[config.mk]
export PLATFORM = sky130hd
export DESIGN_NAME = rv32_writeback
export DESIGN_NICKNAME = d
export VERILOG_FILES = /design/src/rtl/rv32_writeback.sv
export SDC_FILE = /design/constraint.sdc
export NUM_CORES = 1
export LEC_CHECK = 0
export CORE_UTILIZATION = 37
export DETAILED_ROUTE_END_ITERATION = 7
export PLACE_DENSITY = 0.81
export SETUP_SLACK_MARGIN = 0.4
export SLEW_MARGIN = 5
export SYNTH_ARGS = -nofsm -noshare
export SYNTH_HDL_FRONTEND = slang
export SYNTH_SLANG_ARGS = --single-unit
[constraint.sdc]
create_clock -name clk -period 1.9 [get_ports clk]
set_input_delay 0.57 -clock clk [delete_from_list [all_inputs] [get_ports clk]]
set_output_delay 0.57 -clock clk [all_outputs]
set_load 0.05 [all_outputs]
[src/rtl/rv32_writeback.sv]
// MEM->WB pipeline register with load lane extraction and register file write port.
// Optional retired-instruction counter enabled by defining RV32_WB_INSTRET_EN.
module rv32_writeback (
    input  logic        clk,
    input  logic        reset,
    input  logic        stall_in,
    input  logic        flush_in,
    input  logic        mem_valid_in,
    input  logic [4:0]  mem_rd_in,
    input  logic        mem_rd_write_in,
    input  logic [31:0] mem_result_in,
    input  logic        mem_load_in,
    input  logic [1:0]  mem_load_width_in,
    input  logic        mem_load_unsigned_in,
    input  logic [1:0]  mem_addr_low_in,
    input  logic [31:0] mem_read_value_in,
    output logic [4:0]  rd_out,
    output logic        rd_write_out,
    output logic [31:0] rd_value_out,
    output logic        writeback_flush_out,
    output logic        retire_out,
    output logic [63:0] instret_out
);

    typedef enum logic [1:0] {
        LOAD_BYTE = 2'b00,
        LOAD_HALF = 2'b01,
        LOAD_WORD = 2'b10,
        LOAD_WIDE = 2'b11
    } load_width_e;

    load_width_e load_width;
    logic [7:0]  byte_lane;
    logic [15:0] half_lane;
    logic [31:0] load_value;
    logic [31:0] capture_value;
    logic        capture;
    logic        capture_valid;

    logic        wb_valid;
    logic [4:0]  wb_rd;
    logic        wb_rd_write;
    logic [31:0] wb_value;
    logic        wb_retire;

    assign load_width    = load_width_e'(mem_load_width_in);
    assign capture       = !stall_in;
    assign capture_valid = capture && mem_valid_in && !flush_in;

    always_comb begin
        byte_lane = mem_read_value_in[7:0];
        case (mem_addr_low_in)
            2'd0: byte_lane = mem_read_value_in[7:0];
            2'd1: byte_lane = mem_read_value_in[15:8];
            2'd2: byte_lane = mem_read_value_in[23:16];
            2'd3: byte_lane = mem_read_value_in[31:24];
            default: byte_lane = mem_read_value_in[7:0];
        endcase
    end

    // Address bit 0 is not consulted: misaligned halfword loads trap upstream.
    assign half_lane = mem_addr_low_in[1] ? mem_read_value_in[31:16]
                                          : mem_read_value_in[15:0];

    always_comb begin
        load_value = mem_read_value_in;
        case (load_width)
            LOAD_BYTE: load_value = {{24{byte_lane[7] & !mem_load_unsigned_in}}, byte_lane};
            LOAD_HALF: load_value = {{16{half_lane[15] & !mem_load_unsigned_in}}, half_lane};
            LOAD_WORD: load_value = mem_read_value_in;
            LOAD_WIDE: load_value = mem_read_value_in;
            default:   load_value = mem_read_value_in;
        endcase
    end

    assign capture_value = mem_load_in ? load_value : mem_result_in;

    always_ff @(posedge clk or posedge reset) begin
        if (reset) begin
            wb_valid    <= 1'b0;
            wb_rd       <= '0;
            wb_rd_write <= 1'b0;
            wb_value    <= '0;
            wb_retire   <= 1'b0;
        end else begin
            // retire fires only on the loading edge, never while a stall holds the entry
            wb_retire <= capture_valid;
            if (capture) begin
                wb_valid    <= mem_valid_in && !flush_in;
                wb_rd       <= mem_rd_in;
                wb_rd_write <= mem_rd_write_in;
                wb_value    <= capture_value;
            end
        end
    end

`ifdef RV32_WB_INSTRET_EN
    logic [63:0] instret;

    always_ff @(posedge clk or posedge reset) begin
        if (reset) begin
            instret <= '0;
        end else if (capture_valid) begin
            instret <= instret + 64'd1;
        end
    end

    assign instret_out = instret;
`else
    assign instret_out = '0;
`endif

    assign rd_out              = wb_rd;
    assign rd_value_out        = wb_value;
    assign rd_write_out        = wb_valid && wb_rd_write && (wb_rd != 5'd0);
    assign writeback_flush_out = !wb_valid;
    assign retire_out          = wb_retire;

endmodule

# ---- Word level (Yosys, flattened, before mapping)
# Cells that the tools add are included.
# W data, S select, Z words.
dict set report totals {
  ff_bits 40
  input_bits 81
  output_inout_bits 104
}
dict set report op_classes {
  n_eq_ne 6
  mux 4
  n_bitwise 2
  reduce_logical 13
}
# cell count
set op_table {}
lappend op_table {{$pmux W32 S3} 1}
lappend op_table {{$mux W32} 1}
lappend op_table {{$pmux W8 S4} 1}
lappend op_table {{$mux W16} 1}
lappend op_table {{$eq A2 B2 Y1 const B} 4}
lappend op_table {{$logic_and A1 B1 Y1} 5}
lappend op_table {{$reduce_bool A5 Y1} 1}
lappend op_table {{$eq A2 B1 Y1 const B} 2}
lappend op_table {{$logic_not A1 Y1} 4}
lappend op_table {{$logic_not A2 Y1} 2}
lappend op_table {{$and A1 B1 Y1} 2}
lappend op_table {{$reduce_or A2 Y1} 1}

# ---- Longest topological paths before layout
# Gate-level depths: netlist of run 1.
dict set report depth {
  word_depth 5
  ltp_mapped 6
  mapped_depth_nobuf 4
}

# ---- Worst setup path before layout of run 1
# OpenSTA, ideal clock, no wires.
dict set report synth_path {
  kind {register to output}
  start {register wb_rd[0], in the netlist rd_out[0]}
  end {output rd_write_out}
  t_arrival_ps 1446
  required_ps 1330
  path_slack_ps -116
  path_stages_with_launch 3
  n_path_buf 0
  cell_sequence {dfrtp_1 or3_1 o311a_1}
}
dict set report synth_between {
  elab_chain_len 2
}
# element line_no
set synth_lines {}
lappend synth_lines {{start, declared} 41} ;# logic [4:0] wb_rd;
lappend synth_lines {{start signal, assigned} 90} ;# wb_rd <= mem_rd_in;
lappend synth_lines {{$reduce_bool A5 Y1} 115} ;# assign rd_write_out = wb_valid && wb_rd_write && (wb_rd != 5'd0);
lappend synth_lines {{$logic_and A1 B1 Y1} 115}
lappend synth_lines {{end, declared} 18} ;# output logic rd_write_out,
# Every way passes these cells.

# ---- Worst setup path in the final report of run 1
# Ends and elaborated chain as after synthesis.

==> results.sh, run 1 <==
export IMPL_ys_seq_elements=40
export IMPL_cts_buffers=5
export IMPL_power_density_nw_per_um2=709
export IMPL_status="finished with violations"
export IMPL_setup_viol=1
export IMPL_clk_latency_ns=0.29
export IMPL_vias=2851
export IMPL_die_height_microns=90.0
export IMPL_synth_top_family_by_area="compound AO/OA/AOI/OAI gates"
export IMPL_antenna_found_initial=0
export IMPL_hp_start="rd_value_out[3]"
export IMPL_syn_avg_cell_area_sq_um=8.66
export IMPL_finalHoldViolations=0
export IMPL_crit_path_max_fanout=3
export IMPL_crit_chain="or3_4 -> o311a_4 -> buf_8"
export IMPL_clock_skew_ns=0
export IMPL_wl_microns=9130
export IMPL_cts_tree="yes"
export IMPL_fin_ws_ns=-0.229
export IMPL_crit_required_ns=1.33
export IMPL_yosys_most_used_dff="dfrtp_1"
export IMPL_clk_pin_slew_ns=0.08
export IMPL_synth_edf_count=0
export IMPL_max_cap_violations=0
export IMPL_wire_per_inst_microns=15.7
export IMPL_synth_xor_area_share_pct=0
export IMPL_dieArea_sq_um=8100
export IMPL_synth_compound_area_share_pct=24.0
export IMPL_syn_inst=331
export IMPL_yosysTopAreaCell="dfrtp_1"
export IMPL_grt_setup_unrepaired="yes"
export IMPL_final_core_util_pct=62.0
export IMPL_slew_violations=0
export IMPL_htreeDepth=2
export IMPL_yosys_mux_area_fraction_pct=9.38
export IMPL_io_pins=185
export IMPL_synth_fa_ha_area_share_pct=0
export IMPL_yosysWarningCount=0
export IMPL_cp_slowest_cell="dfrtp_2"
export IMPL_yosysUniqueCellTypes=38
export IMPL_gp_congestion=0.904
export IMPL_synth_top_cells_by_area="dfrtp_1 35%, buf_4 17%, a21oi_1 7.3%"
export IMPL_worst_setup_path_end_kind="primary output"
export IMPL_grt_start_max_net_pins=41
export IMPL_drt_pass1_iterations=4
export IMPL_fin_nets=564
export IMPL_drt_iter0_markers=146
export IMPL_rows=31
export IMPL_grt_pass1_vias=2744
export IMPL_arrival_ns=1.56
export IMPL_clockBufferDepth=2
export IMPL_hold_depth=1
export IMPL_fin_crit_ns=2.13
export IMPL_reg2reg_to="rd_value_out[2]"
export IMPL_area_growth_pct=59.3
export IMPL_placed_cell_area_sq_um=4160
export IMPL_dp_slack_ns=-0.489
export IMPL_grt_pass1_wl_microns=14200
export IMPL_violations="setup timing"
export IMPL_max_stage_delay_ns=0.41
export IMPL_crit_type="reg -> out"
export IMPL_drcViolationCount=0
export IMPL_dp_hpwl_microns=6570
export IMPL_io_buffer_count=120
export IMPL_root_buffer="clkbuf_8"
export IMPL_p_leak_nw=2.16
export IMPL_reg2reg_depth=2
export IMPL_start_util_pct=38.9
export IMPL_regToRegSetupSlack_ns=1.01
export IMPL_post_route_period_util_pct=112
export IMPL_n_antenna_cell=0
export IMPL_synthSimpleGateAreaFrac_pct=9.73
export IMPL_drtAntennaViolNets=0
export IMPL_r2r_start="rd_value_out[2]"
export IMPL_fin_area_sq_um=4570
export IMPL_startpoint_type="register"
export IMPL_hold_path_class="reg -> reg"
export IMPL_yosysSeqAreaShare_pct=34.9
export IMPL_drive_gt1_share_pct=33.9
export IMPL_grtUsageTotal_pct=22.1
export IMPL_yosysTopAreaCellShare_pct=34.9
export IMPL_peakVddDrop_uv=307
export IMPL_grt_ovfl_total=0
export IMPL_numClockSinks=40
export IMPL_fillerInstances=656
export IMPL_core_area_sq_um=7370
export IMPL_async_reset_ff_share_pct=100
export IMPL_synth_cell_area_sq_um=2870
export IMPL_vias_per_cell=4.89
export IMPL_hold_buffers=0
export IMPL_p_total_mw=3.24
export IMPL_fp_dieW_microns=90.0
export IMPL_worst_hold_path_endpoint="rd_value_out[3]"
export IMPL_fmax_ghz=0.470
export IMPL_setup_tns_ns=-0.229
==> flip-flops by register name, summed over array words and instances (netlist names) <==
register / flops
rd_out: 5
rd_value_out: 32
retire_out: 1
wb_rd_write: 1
wb_valid: 1
==> cell usage after synthesis, types with 2 or more instances <==
library cell,n
a211oi_1,16
a21oi_1,42
a22o_1,14
a22oi_1,7
and3_1,2
buf_2,3
buf_4,64
buf_6,2
clkbuf_1,16
clkinv_1,2
dfrtp_1,40
inv_1,10
mux2_2,12
mux2_4,2
mux2i_1,7
nand2_1,23
nand2b_1,2
nor2_1,33
nor2b_1,2
o221ai_1,6
o22ai_1,9
==> what timing repair did <==
| action | in CTS | in global routing |
|---|---|---|
| setup endpoints to repair | 34 | 39 |
| pin swaps | 9 | 10 |
| resized for setup | 75 | 31 |
| gates cloned | 2 | 0 |
| setup buffers | 5 | 3 |
==> worst max-delay path by stage <==
stage                             startpoint          endpoint  slack, ns  cells after the start
after global routing               rd_out[0]      rd_write_out      -0.28                      3
after detailed placement  mem_addr_low_in[1]  rd_value_out[12]      -0.49                      6
after floorplan                    rd_out[0]      rd_write_out       0.03                      2
final                              rd_out[0]      rd_write_out      -0.23                      3
after CTS                          rd_out[0]      rd_write_out      -0.24                      3
after global placement    mem_addr_low_in[1]   rd_value_out[9]      -0.43                      6
==> layout make-up <==
cell class                      count  area (sq um)  share of cell area [%]
Multi-Input combinational cell    256          1690                    37.1
Timing Repair Buffer              168          1580                    34.7
Clock inverter                      3          42.5                   0.932
Inverter                           12          50.0                    1.10
Clock buffer                        5          68.8                    1.51
Sequential cell                    40          1000                    22.0
Tap cell                           99           124                    2.71
==> critical path, delay by kind of cell (launching register included) <==
family / cells / cell delay [ns]
DFF: 1 / 0.41
and+or+nand+nor: 1 / 0.38
AOI/OAI and AO/OA: 1 / 0.32
buffers and inverters: 1 / 0.15
==> stage by stage <==
| step | std cells | hold WS (ns) |
|---|---|---|
| 5_1_grt | 583 | 0.547 |
| 4_1_cts | 580 | 0.531 |
| 3_5_place_dp | 565 | 0.505 |
| 2_1_floorplan | 394 | 0.495 |
| 6_report | 583 | 0.531 |
| 3_3_place_gp | 565 | 0.511 |
==> metal layers <==
metal	global-route usage, %	vias to the layer above	share of wire [%]
met5	0	-	0
li1	-	1342	-
met3	4.31	12	7.1
met1	27.7	1358	41
met4	7.80	0	1.6
met2	37.8	139	50
==> kinds of logic after synthesis <==
group	after synthesis
buffers and inverters	98
multiplexers	23
AO/OA/AOI/OAI	102
AND/OR/NAND/NOR	67
other	1
flip-flops	40
==> where the power goes <==
part	internal [mW]	total (mW)	switching, mW
clock	0.389	0.708	0.319
combinational	0.535	1.52	0.983
sequential	0.949	1.01	0.0657
==> cell usage in the layout (no fill, tap or decap), types with 11 or more instances in the layout <==
cell type	n
conb_1	64
buf_4	67
a21oi_1	24
nand2_1	22
nor2_1	31
a22o_1	14
a211oi_1	16
dfrtp_1	37
a21oi_2	15
buf_6	11
clkdlybuf4s50_1	56
Note: power is estimated with default switching activity, not from simulation.
==> inputs of run 2 (changes only) <==
--- a/config.mk
+++ b/config.mk
@@ -5,9 +5,10 @@
 export SDC_FILE = /design/constraint.sdc
 export NUM_CORES = 1
 export LEC_CHECK = 0
+export CORE_ASPECT_RATIO = 0.8
 export CORE_UTILIZATION = 37
 export DETAILED_ROUTE_END_ITERATION = 7
-export PLACE_DENSITY = 0.81
+export PLACE_DENSITY = 0.82
 export SETUP_SLACK_MARGIN = 0.4
 export SLEW_MARGIN = 5
 export SYNTH_ARGS = -nofsm -noshare
==> run 2 against run 1 <==
Non-clock buffer count fell by 1. The run still ends with setup timing left. Global-route usage is 1.1 points higher. Register-to-register slack worse by 0.13 ns. Fmax grew 0.72%. Sequential power about the same. Sequential share of layout area is 0.32 points lower. Flip-flop and latch count stayed put. Via count is 1.5% higher.
==> results.sh, run 2 (synthesized netlist as in run 1, its figures left out) <==
export IMPL_cp_depth=3
export IMPL_cp_slowest_cell="dfrtp_2"
export IMPL_fin_nets=564
export IMPL_clockBufferDepth=2
export IMPL_start_util_pct=38.4
export IMPL_setup_viol=1
export IMPL_grt_start_max_net_pins=36
export IMPL_setup_tns_ns=-0.214
export IMPL_crit_start="rd_out[0]"
export IMPL_arrival_ns=1.54
export IMPL_crit_family="flip-flops"
export IMPL_drt_pass1_iterations=4
export IMPL_status="finished with violations"
export IMPL_cts_tree="yes"
export IMPL_fmax_ghz=0.473
export IMPL_grt_pass1_vias=2780
export IMPL_wire_per_inst_microns=16.8
export IMPL_crit_type="reg -> out"
export IMPL_holdWs_ns=0.511
export IMPL_hold_path_class="in -> async"
export IMPL_crit_chain="or3_4 -> o311a_4 -> buf_6"
export IMPL_grtUsageTotal_pct=23.2
export IMPL_grt_ovfl_total=0
export IMPL_reg2reg_to="rd_out[0]"
export IMPL_vias=2893
export IMPL_final_cell_mix="70 x buf_4, 64 x conb_1, 51 x clkdlybuf4s50_1"
export IMPL_power_density_nw_per_um2=721
export IMPL_dieArea_sq_um=8110
export IMPL_largest_register_ff_count=32
export IMPL_grt_pass1_wl_microns=14400
export IMPL_finalHoldViolations=0
export IMPL_max_stage_delay_ns=0.41
export IMPL_path_buf_inv=1
export IMPL_clk_pin_slew_ns=0.08
export IMPL_startpoint_type="register"
export IMPL_clock_skew_ns=0
export IMPL_numClockSinks=40
export IMPL_io_pins=185
export IMPL_root_buffer="clkbuf_8"
export IMPL_cts_buffers=5
export IMPL_die_height_microns=80.7
export IMPL_rows=28
export IMPL_post_place_cells=568
export IMPL_drive_gt1_share_pct=36.6
export IMPL_finalNonFillerCells=589
export IMPL_dp_hpwl_microns=7000
export IMPL_violations="setup timing"
export IMPL_core_area_sq_um=7460
export IMPL_p_leak_nw=2.18
export IMPL_clk_latency_ns=0.29
export IMPL_peakVddDrop_uv=447
export IMPL_htreeDepth=2
export IMPL_drcViolationCount=0
export IMPL_reg2reg_depth=3
export IMPL_antenna_found_initial=0
export IMPL_use_met1_pct=29.2
export IMPL_layout_commonest_cell="buf_4"
export IMPL_regToRegSetupSlack_ns=0.88
export IMPL_fin_crit_ns=2.11
export IMPL_slew_violations=0
export IMPL_crit_path_max_fanout=2
export IMPL_area_growth_pct=61.7
export IMPL_io_buffer_count=120
export IMPL_crit_required_ns=1.33
export IMPL_grt_setup_unrepaired="yes"
export IMPL_gp_congestion=0.857
export IMPL_post_route_period_util_pct=111
export IMPL_n_antenna_cell=0
export IMPL_wl_microns=9890
export IMPL_r2r_start="rd_out[0]"
export IMPL_drt_iter0_markers=161
export IMPL_dp_slack_ns=-0.542
export IMPL_vias_per_cell=4.91
export IMPL_critPathCapture="rd_write_out"
export IMPL_grtUsageMet2_pct=41.0
export IMPL_gr_usage_met3_pct=4.26
export IMPL_hold_buffers=0
export IMPL_fin_ws_ns=-0.214
export IMPL_worst_setup_path_end_kind="primary output"
export IMPL_max_cap_violations=0
export IMPL_top_usage_layer="met2"
export IMPL_drtAntennaViolNets=0
export IMPL_fp_dieW_microns=100
[run 2: area by class of cell]
class,instances,area [sq um]
Fill cell,597,2830
Multi-Input combinational cell,257,1770
Timing Repair Buffer,167,1550
Sequential cell,40,1000
Tap cell,105,131
Clock buffer,7,96.3
Inverter,12,47.5
Clock inverter,1,30.0
[run 2: through the flow]
stage	util, %	area (sq um)	power, mW
finish	62.1	4630	3.34
global route	62.1	4630	3.46
CTS	59.8	4460	3.29
detailed placement	55.3	4120	2.44
global placement	55.3	4120	2.42
floorplan	-	3200	2.06
[run 2: timing repair]
| item | CTS | global route |
|---|---|---|
| endpoints found under the setup margin | 34 | 28 |
| pin swaps | 12 | 17 |
| buffers inserted | 8 | 2 |
| cloned | 2 | 1 |
| gates resized for setup | 91 | 41 |
[run 2: power breakdown]
| part | switching (mW) | internal, mW |
|---|---|---|
| clock | 0.324 | 0.464 |
| sequential | 0.0657 | 0.949 |
| combinational | 1.01 | 0.532 |
[run 2: worst min-delay path by stage]
stage | startpoint | end | slack (ns) | cells past startpoint
4_1_cts | reset | rd_out[0] | 0.52 | 2
3_3_place_gp | rd_value_out[6] | rd_value_out[6] | 0.50 | 1
2_1_floorplan | wb_valid | wb_valid | 0.50 | 1
5_1_grt | reset | rd_out[2] | 0.53 | 2
6_report | reset | rd_out[3] | 0.51 | 2
3_5_place_dp | rd_value_out[1] | rd_value_out[1] | 0.50 | 1
[run 2: worst register-to-register path, cell delays in order, from the launching register on]
cell     delay [ns]
dfrtp_2        0.41
buf_4          0.13
buf_6          0.11
mux2_2         0.26
[run 2: layer usage]
metal	up-vias	wire [microns]	share of wire, %
met5	-	0	0
met4	0	150	1.5
met3	17	705	7.1
met2	136	4990	50
met1	1397	4040	41
li1	1343	-	-
==> RTL edit: new RTL, settings of run 1 <==
Add a define of `RV32_WB_INSTRET_EN`.
--- a/src/rtl/rv32_writeback.sv
+++ b/src/rtl/rv32_writeback.sv
@@ -1,5 +1,7 @@
 // MEM->WB pipeline register with load lane extraction and register file write port.
 // Optional retired-instruction counter enabled by defining RV32_WB_INSTRET_EN.
+`define RV32_WB_INSTRET_EN
+
 module rv32_writeback (
     input  logic        clk,
     input  logic        reset,
Check against the original RTL: not equivalent (Yosys sat finds a counterexample within 4 cycles, from zero or initial values and one cycle with reset high).
==> RTL edit against run 1 <==
The run still ends with negative setup slack left; power grew 100%; via count is 99% higher; synthesized cell count up 50%; area after synthesis is 76% higher; global-route usage increased by 7.9 points; critical path type unchanged; largest cell class is now buffers; final cell count increased by 77%; sequential cell count rose by 64; final area grew 130%; setup slack worse by 0.043 ns; routed wire length up 140%; sequential share of layout area rose by 3.0 points.
==> RTL edit: results (changes against run 1) <==
outcome=complete, but fails checks (unchanged); failing checks=negative setup slack (unchanged); Worst Path Max Fanout=2 (was 3); Reg2Reg Capture Point=instret_out[61] (was rd_value_out[2]); most area-consuming cells after synthesis=dfrtp_1, xnor2_1, xor2_1 (was dfrtp_1, buf_4, a21oi_1); setup violators final=33 (was 1); r2r setup slk=-0.17 ns (was 1.01 ns); layout cells sized above 1=56.8% (was 33.9%); length of the first detailed-routing pass in iterations=5 (was 4); min setup slack post-route=-0.273 ns (was -0.229 ns); skew final=0.0134 ns (was 0 ns); top cells by count, synth=dfrtp_1, nand2_1, a21oi_1, xnor2_1, xor2_1 (was buf_4, a21oi_1, dfrtp_1, nor2_1, nand2_1); Reg2Reg Depth=8 (was 2); post-synthesis mux area share=3.38% (was 9.38%); cell area after placement=8330 sq um (was 4160 sq um); first-iteration detailed-routing DRC count=427 (was 146); complex-gate fraction of the synthesized area=13.4% (was 24.0%); maximum vdd drop=778 uV (was 307 uV); CTS HTree Levels=3 (was 2); post-synthesis xor/xnor area fraction=11.0% (was 0%); wire per inst=21.5 um (was 15.7 um); number of flip-flops in the largest register=64 (was 32); CP arrival=1.60 ns (was 1.56 ns); total track usage=30.0% (was 22.1%); Skew-Pair Late Insertion Delay=0.36 ns (was 0.29 ns); P_leak=0.00502 uW (was 0.00216 uW); vias per std cell=5.51 (was 4.89); clock root cell=clkbuf_16 (was clkbuf_8); initial antenna violation count=1 (was 0); Nets=929 (was 564); number of I/O port buffers=184 (was 120); FF-to-FF Start=instret_out[0] (was rd_value_out[2]); vias in the first global route=5880 (was 2744); first-pass GRT wire length=32400 um (was 14200 um)
==> RTL edit: changes by cell type in the layout (fill, tap and decap cells not counted), sizes merged, moves of 16 or more <==
cell    change
nand4      +18
conb       -64
a211oi     -16
nand2      +34
xnor2      +32
xor2       +31
dfrtp      +64
buf       +199
nand3      +24
==> RTL edit: how the worst min path moves through the flow <==
stage | startpoint | endpoint | slack, ns | cells after the start
after floorplan | wb_rd_write | wb_rd_write | 0.50 | 1
after global placement | instret_out[63] | instret_out[63] | 0.46 | 1
after detailed placement | instret_out[33] | instret_out[33] | 0.47 | 1
after CTS | instret_out[63] | instret_out[63] | 0.50 | 1
after global routing | instret_out[36] | instret_out[36] | 0.54 | 1
final | rd_value_out[4] | rd_value_out[4] | 0.51 | 2
==> RTL edit: routing by layer <==
| layer | GRT usage, % | vias up | wire [um] |
|---|---|---|---|
| li1 | - | 2499 | - |
| met1 | 34.7 | 2841 | 8100 |
| met2 | 53.9 | 258 | 12000 |
| met3 | 4.49 | 67 | 1170 |
| met4 | 14.6 | 0 | 918 |
| met5 | 0 | - | 0 |
==> RTL edit: power breakdown <==
part | switching (uW) | total [uW] | internal [uW]
Sequential | 132 | 2490 | 2360
Combinational | 1100 | 2030 | 932
Clock | 890 | 1990 | 1100
Total | 2120 | 6520 | 4400
==> RTL edit: kinds of logic (layout without fill, tap and decap cells) <==
| family | Yosys count | count (layout) |
|---|---|---|
| xor+xnor | 63 | 63 |
| flops | 104 | 104 |
| simple gates | 173 | 173 |
| fa+ha+maj | 1 | 1 |
| other cells | 0 | 1 |
| compound gates | 106 | 106 |
| mux | 15 | 15 |
| buf+inv | 33 | 390 |
==> RTL edit: final cells by class <==
| type | instances | area (sq um) |
|---|---|---|
| antenna | 1 | 2.50 |
| clock buffer | 11 | 253 |
| clock inverter | 5 | 63.8 |
| fill | 739 | 2630 |
| inverter | 11 | 52.6 |
| multi-input combinational | 358 | 3230 |
| sequential | 104 | 2650 |
| tap | 176 | 220 |
| timing repair buffer | 363 | 4140 |
==> RTL edit: timing repair <==
item / in CTS / in global routing
pin swaps: 73 / 47
hold endpoints to repair: 0 / 0
endpoints found under the setup margin: 199 / 168
cloned: 2 / 0
resized for setup: 274 / 71
buffers inserted: 50 / 36
==> RTL edit: per-stage QoR <==
| stage | hold WS (ns) | total power, uW | instances | worst slack (ns) | TNS (ns) |
|---|---|---|---|---|---|
| after floorplan | 0.500 | 3390 | 495 | -0.302 | -9.58 |
| after global placement | 0.460 | 4120 | 924 | -0.678 | -46.35 |
| after detailed placement | 0.474 | 4160 | 924 | -0.786 | -49.64 |
| after CTS | 0.505 | 6320 | 992 | -0.278 | -0.638 |
| after global routing | 0.536 | 6710 | 1029 | -0.303 | -3.34 |
| final | 0.515 | 6520 | 1029 | -0.273 | -2.14 |
